===== config.mk =====
export PLATFORM = sky130hd
export DESIGN_NAME = wb_dec_to_flat
export DESIGN_NICKNAME = d
export VERILOG_FILES = /design/src/rtl/wb_dec_to_if.sv /design/src/rtl/wb_dec_to.sv /design/src/flat_wrapper.sv
export SDC_FILE = /design/constraint.sdc
export NUM_CORES = 1
export LEC_CHECK = 0
export CORE_AREA = 2 2 228 230
export CTS_BUF_LIST = sky130_fd_sc_hd__clkbuf_16
export CTS_CLUSTER_DIAMETER = 30
export DETAILED_ROUTE_END_ITERATION = 16
export DIE_AREA = 0 0 230 232
export RECOVER_POWER = 100
export SYNTH_ARGS = -nofsm -noshare
export SYNTH_HDL_FRONTEND = slang
export SYNTH_SLANG_ARGS = --single-unit

===== constraint.sdc =====
create_clock -name clk_i -period 2.4 [get_ports clk_i]
set_input_delay 0.36 -clock clk_i [delete_from_list [all_inputs] [get_ports clk_i]]
set_output_delay 0.36 -clock clk_i [all_outputs]
set_load 0.01 [all_outputs]

===== src/rtl/wb_dec_to_if.sv =====
// Wishbone decoder bus bundle.
//   Master side : stb_i, adr_i (request), ack_o, err_o, dat_o (response).
//   Slave fan-out: slv_stb_o (one-hot strobes), slv_ack_i, slv_dat_i (packed, slave i at [i*DW +: DW]).
// Signal names take the decoder's point of view, so _i/_o are relative to wb_dec_to.
interface wb_dec_to_if #(
  parameter int unsigned SLAVES = 16,
  parameter int unsigned SW     = (SLAVES > 1) ? $clog2(SLAVES) : 1,
  parameter int unsigned DW     = 32
);
  logic                   stb_i;
  logic [SW-1:0]          adr_i;
  logic                   ack_o;
  logic                   err_o;
  logic [DW-1:0]          dat_o;
  logic [SLAVES-1:0]      slv_stb_o;
  logic [SLAVES-1:0]      slv_ack_i;
  logic [SLAVES*DW-1:0]   slv_dat_i;

  // Decoder side.
  modport slave (
    input  stb_i, adr_i, slv_ack_i, slv_dat_i,
    output ack_o, err_o, dat_o, slv_stb_o
  );

  // Bus-master side.
  modport master (
    output stb_i, adr_i,
    input  ack_o, err_o, dat_o
  );
endinterface


===== src/rtl/wb_dec_to.sv =====
// Registered Wishbone slave-select decoder with a per-transaction watchdog.
// The slave index is latched when a transaction starts; only that slave is strobed and its
// ack/data come back through registered outputs. Unmapped indices and slaves that do not ack
// within TIMEOUT cycles produce a one-cycle err_o pulse, so the bus can never hang.
// Ports:
//   clk_i : clock
//   rst_i : synchronous, active-high reset
//   bus   : wb_dec_to_if.slave (stb_i/adr_i in, ack_o/err_o/dat_o out,
//           slv_stb_o out, slv_ack_i/slv_dat_i in)
module wb_dec_to #(
  parameter int unsigned SLAVES  = 16,
  parameter int unsigned SW      = (SLAVES > 1) ? $clog2(SLAVES) : 1,
  parameter int unsigned DW      = 32,
  parameter int unsigned TIMEOUT = 255
) (
  input  logic            clk_i,
  input  logic            rst_i,
  wb_dec_to_if.slave      bus
);

  // Counter only has to reach TIMEOUT-1; keep at least one bit when the watchdog is off.
  localparam int unsigned CW = (TIMEOUT > 0) ? $clog2(TIMEOUT + 1) : 1;

  typedef enum logic [1:0] {StIdle, StBusy, StResp} state_e;

  state_e            state_q, state_d;
  logic [SW-1:0]     sel_q, sel_d;
  logic [CW-1:0]     cnt_q, cnt_d;
  logic              ack_q, ack_d;
  logic              err_q, err_d;
  logic [DW-1:0]     dat_q, dat_d;
  logic [SLAVES-1:0] slv_stb_q, slv_stb_d;

  logic              adr_mapped;
  logic [SLAVES-1:0] adr_onehot;
  logic              sel_ack;
  logic [DW-1:0]     sel_dat;
  logic              timeout_hit;

  // Decode of the live request index. Zero-extended so an SW wider than needed still
  // compares correctly against SLAVES.
  always_comb begin
    adr_mapped = (32'(bus.adr_i) < SLAVES);
    adr_onehot = '0;
    for (int unsigned i = 0; i < SLAVES; i++) begin
      adr_onehot[i] = (32'(bus.adr_i) == i);
    end
  end

  // Mux of the latched slave's ack/data; acks from every other slave are ignored.
  always_comb begin
    sel_ack = 1'b0;
    sel_dat = '0;
    for (int unsigned i = 0; i < SLAVES; i++) begin
      if (32'(sel_q) == i) begin
        sel_ack = bus.slv_ack_i[i];
        sel_dat = bus.slv_dat_i[i*DW +: DW];
      end
    end
  end

  assign timeout_hit = (TIMEOUT != 0) && (32'(cnt_q) == (TIMEOUT - 1));

  always_comb begin
    state_d   = state_q;
    sel_d     = sel_q;
    cnt_d     = cnt_q;
    ack_d     = 1'b0;
    err_d     = 1'b0;
    dat_d     = dat_q;
    slv_stb_d = slv_stb_q;

    unique case (state_q)
      StIdle: begin
        slv_stb_d = '0;
        if (bus.stb_i) begin
          if (adr_mapped) begin
            sel_d     = bus.adr_i;
            cnt_d     = '0;
            slv_stb_d = adr_onehot;
            state_d   = StBusy;
          end else begin
            err_d   = 1'b1;
            dat_d   = '0;
            state_d = StResp;
          end
        end
      end

      StBusy: begin
        if (!bus.stb_i) begin
          // Master abort: silently release the slave.
          slv_stb_d = '0;
          state_d   = StIdle;
        end else if (sel_ack) begin
          // Ack beats a watchdog expiry in the same cycle.
          ack_d     = 1'b1;
          dat_d     = sel_dat;
          slv_stb_d = '0;
          state_d   = StResp;
        end else if (timeout_hit) begin
          err_d     = 1'b1;
          dat_d     = '0;
          slv_stb_d = '0;
          state_d   = StResp;
        end else if (cnt_q != '1) begin
          // Saturate rather than wrap (only reachable with the watchdog disabled).
          cnt_d = cnt_q + CW'(1);
        end
      end

      StResp: begin
        // One-cycle response pulse; stb_i is deliberately not sampled here.
        slv_stb_d = '0;
        state_d   = StIdle;
      end

      default: begin
        slv_stb_d = '0;
        state_d   = StIdle;
      end
    endcase
  end

  always_ff @(posedge clk_i) begin
    if (rst_i) begin
      state_q   <= StIdle;
      sel_q     <= '0;
      cnt_q     <= '0;
      ack_q     <= 1'b0;
      err_q     <= 1'b0;
      dat_q     <= '0;
      slv_stb_q <= '0;
    end else begin
      state_q   <= state_d;
      sel_q     <= sel_d;
      cnt_q     <= cnt_d;
      ack_q     <= ack_d;
      err_q     <= err_d;
      dat_q     <= dat_d;
      slv_stb_q <= slv_stb_d;
    end
  end

  assign bus.ack_o     = ack_q;
  assign bus.err_o     = err_q;
  assign bus.dat_o     = dat_q;
  assign bus.slv_stb_o = slv_stb_q;

endmodule

===== src/flat_wrapper.sv =====
// flat-port wrapper written by rule: the top's interface ports become plain ports
module wb_dec_to_flat 
#(
  parameter int unsigned SLAVES  = 16,
  parameter int unsigned SW      = (SLAVES > 1) ? $clog2(SLAVES) : 1,
  parameter int unsigned DW      = 32,
  parameter int unsigned TIMEOUT = 255
)
  (clk_i, rst_i, bus_stb_i, bus_adr_i, bus_slv_ack_i, bus_slv_dat_i, bus_ack_o, bus_err_o, bus_dat_o, bus_slv_stb_o);
  wb_dec_to_if #(.SLAVES(SLAVES), .SW(SW), .DW(DW)) bus_i ();
  input  logic clk_i;
  input  logic rst_i;
  input wire logic [$bits(bus_i.stb_i)-1:0] bus_stb_i;
  input wire logic [$bits(bus_i.adr_i)-1:0] bus_adr_i;
  input wire logic [$bits(bus_i.slv_ack_i)-1:0] bus_slv_ack_i;
  input wire logic [$bits(bus_i.slv_dat_i)-1:0] bus_slv_dat_i;
  output wire logic [$bits(bus_i.ack_o)-1:0] bus_ack_o;
  output wire logic [$bits(bus_i.err_o)-1:0] bus_err_o;
  output wire logic [$bits(bus_i.dat_o)-1:0] bus_dat_o;
  output wire logic [$bits(bus_i.slv_stb_o)-1:0] bus_slv_stb_o;
  assign bus_i.stb_i = bus_stb_i;
  assign bus_i.adr_i = bus_adr_i;
  assign bus_i.slv_ack_i = bus_slv_ack_i;
  assign bus_i.slv_dat_i = bus_slv_dat_i;
  assign bus_ack_o = bus_i.ack_o;
  assign bus_err_o = bus_i.err_o;
  assign bus_dat_o = bus_i.dat_o;
  assign bus_slv_stb_o = bus_i.slv_stb_o;
  wb_dec_to #(.SLAVES(SLAVES), .SW(SW), .DW(DW), .TIMEOUT(TIMEOUT)) u_core (.clk_i(clk_i), .rst_i(rst_i), .bus(bus_i));
endmodule

==> metrics.csv <==
metric;value;unit
ys_top_cells_by_count;115 x a21oi_1, 87 x nor2_1, 71 x o21ai_0;
nets;2267;
grtUsageTotal;26.1;%
outcome;complete, no violations;
dp_hpwl;60500;um
cts_max_level;3;
timing.final.crit_share;98.6;%
cp_data_arrival_time;2.65;ns
clk_pin_slew;0.07;ns
power;0.00580;W
core_area;50900;um^2
die_h;232;um
yosys.cell_types.count;80;
routed_wl;73600;um
final_hold_viol_count;0;
drt-vias-per-instance;5.02;
pre_cts_ws;-0.313;ns
slew_viol_final;0;
critPathMaxFanout;8;
clock.fmax;422;MHz
wl_met3;5830;um
cts_tree;done;
async_flop_share;0;%
leakagePower;5.98;nW
synthTopCellsByArea;dfxtp_1 17%, mux2i_1 8.6%, a21oi_1 7.5%;
ant_nets;0;
setup_viol;0;
insertion_delay;0.35;ns
hold_buffers;0;
dr.pass1.iters;5;
final.setup_skew;0.0102;ns
synth_edf_count;0;
clock_path_buffers;2;
die-width;230;um
cts.sinks;64;
grt_pass1_wl;97500;um
final_cell_area;16500;um^2
synth_top_area_share;16.7;%
critical_path_class;flip-flop to flip-flop;
syn_area;7690;um^2
start_kind;flip-flop;
dieArea;53400;um^2
vias;12200;
r2r_setup_slack;0.03;ns
min_period;2.37;ns
ys_ff_latch;64;
yosysSeqAreaShare;16.7;%
max_slew_margin;59.1;%
holdCritPathClass;flip-flop to flip-flop;
grt_pass1_vias;12500;
ys.flop_type;dfxtp_1;
tightestPinTransition;0.612;ns
peakVddDrop;0.000291;V
grt-ovfl-total;0;
setup_ws;0.0329;ns
power.density;353;nW/um^2
antenna_found_initial;24;
endpoint_kind;flip-flop;
placed_cell_area;15700;um^2
avgSynthCellArea;7.48;um^2
maxCapViolCount;0;
cts_buffers;9;
start_util;15.1;%
drt-met1-wl;29900;um
synth.most_common_cell;a21oi_1;
top_layer;met5;
yosys.area.top_type;dfxtp_1;
wl_per_cell;30.3;um
syn_to_final_growth;114;%
grt_start_max_net_pins;38;
syn_nets;1565;
synth_cells;1028;
yosysWarnings;0;
gp_congestion;0.919;
drive_gt1_share;18.5;%
rows;83;
wl_met2;35500;um
io_pins;585;
cts_root_buf;clkbuf_16;
drt_iter0_drc;837;
nFillCells;5400;
worstPathRequired;2.68;ns
drc;0;
io_buffers;584;
-- layer usage --
metal	global-route usage [%]	up-vias
li1	-	5502
met1	31.8	5911
met2	45.1	671
met3	5.93	92
met4	8.45	8
met5	0	-
-- flip-flops by register name, indices dropped and copies added, names as in the netlist --
name	flops
u_core.bus.ack_o	1
u_core.bus.dat_o	32
u_core.bus.err_o	1
u_core.bus.slv_stb_o	16
u_core.cnt_q	8
u_core.sel_q	4
u_core.state_q	2
-- power by group --
group	total [W]	internal, W	switching (W)	leakage, nW
combinational	0.00336	0.00179	0.00157	5.32
sequential	0.00116	0.00111	0.0000561	0.521
clock	0.00128	0.000692	0.000589	0.132
-- cell families (layout without fill, tap and decap cells) --
logic type | Yosys count | after routing | synth area share [%]
buf+inv | 117 | 824 | 8.14
fa+ha+maj | 2 | 2 | 0.325
flops | 64 | 64 | 16.7
simple gates | 292 | 292 | 20.1
other cells | 0 | 13 | 0
compound gates | 468 | 468 | 42.5
mux | 85 | 85 | 12.3
-- area by class of cell --
cell class | count | area (um^2) | share of cell area, %
clock inverter | 7 | 41.3 | 0.251
inverter | 9 | 36.3 | 0.221
tap | 680 | 851 | 5.17
sequential | 64 | 1300 | 7.88
clock buffer | 9 | 225 | 1.37
antenna | 13 | 32.5 | 0.198
timing repair buffer | 799 | 7920 | 48.1
multi-input combinational | 847 | 6050 | 36.8
-- through the flow --
stage | hold WS [ns] | util (%) | setup TNS (ns) | std cells
6_report | 0.459 | 32.3 | 0 | 2428
5_1_grt | 0.482 | 32.3 | -0.0303 | 2423
4_1_cts | 0.468 | 31.5 | 0 | 2397
3_5_place_dp | 0.450 | 30.8 | -4.91 | 2379
3_3_place_gp | 0.448 | 30.8 | -4.08 | 2379
2_1_floorplan | 0.439 | - | 0 | 1028
-- worst max-delay path, stage by stage (launching register included) --
cell	delay, ns
dfxtp_4	0.40
buf_12	0.16
buf_8	0.13
a21o_1	0.15
a221o_1	0.37
a2bb2oi_4	0.21
a211oi_2	0.10
buf_6	0.16
buf_12	0.13
or3_1	0.34
a21oi_1	0.14
-- final timing paths --
kind	from	end	depth (start not counted)
setup / recovery	u_core.sel_q[0]$_SDFFE_PP0P_	u_core.cnt_q[3]$_SDFFE_PP0P_	10
hold / removal	u_core.bus.dat_o[28]$_SDFFE_PP0P_	u_core.bus.dat_o[28]$_SDFFE_PP0P_	1
setup reg to reg	u_core.sel_q[0]$_SDFFE_PP0P_	u_core.cnt_q[3]$_SDFFE_PP0P_	10
hold reg to reg	u_core.bus.dat_o[28]$_SDFFE_PP0P_	u_core.bus.dat_o[28]$_SDFFE_PP0P_	1
-- timing repair --
item,in CTS,in global routing
gates cloned,0,2
resized for setup,8,50
setup endpoints to repair,15,38
setup buffers,2,16
pin swaps,2,17
-- cell usage in the layout, fill, tap and decap left out, types with 7 or more instances in the layout --
| cell type | instances |
|---|---|
| a211oi_1 | 13 |
| a21oi_1 | 107 |
| a21oi_2 | 9 |
| a221oi_1 | 12 |
| a222oi_1 | 7 |
| a22o_1 | 21 |
| a22oi_1 | 41 |
| a32o_1 | 17 |
| and3_1 | 7 |
| buf_12 | 30 |
| buf_4 | 173 |
| buf_6 | 7 |
| clkbuf_16 | 11 |
| clkdlybuf4s50_1 | 533 |
| dfxtp_1 | 60 |
| diode_2 | 13 |
| dlygate4sd3_1 | 51 |
| inv_1 | 7 |
| mux2_2 | 12 |
| mux2i_1 | 64 |
| nand2_1 | 47 |
| nand2b_1 | 25 |
| nand3_1 | 12 |
| nand3b_1 | 11 |
| nand4_1 | 24 |
| nor2_1 | 84 |
| nor2b_1 | 9 |
| nor3_1 | 13 |
| o21a_1 | 10 |
| o21ai_0 | 69 |
| o221ai_1 | 16 |
| o22ai_1 | 32 |
| o2bb2ai_1 | 13 |
| o31ai_1 | 22 |
| or3_1 | 9 |
Note: power is estimated with default switching activity, not from simulation.
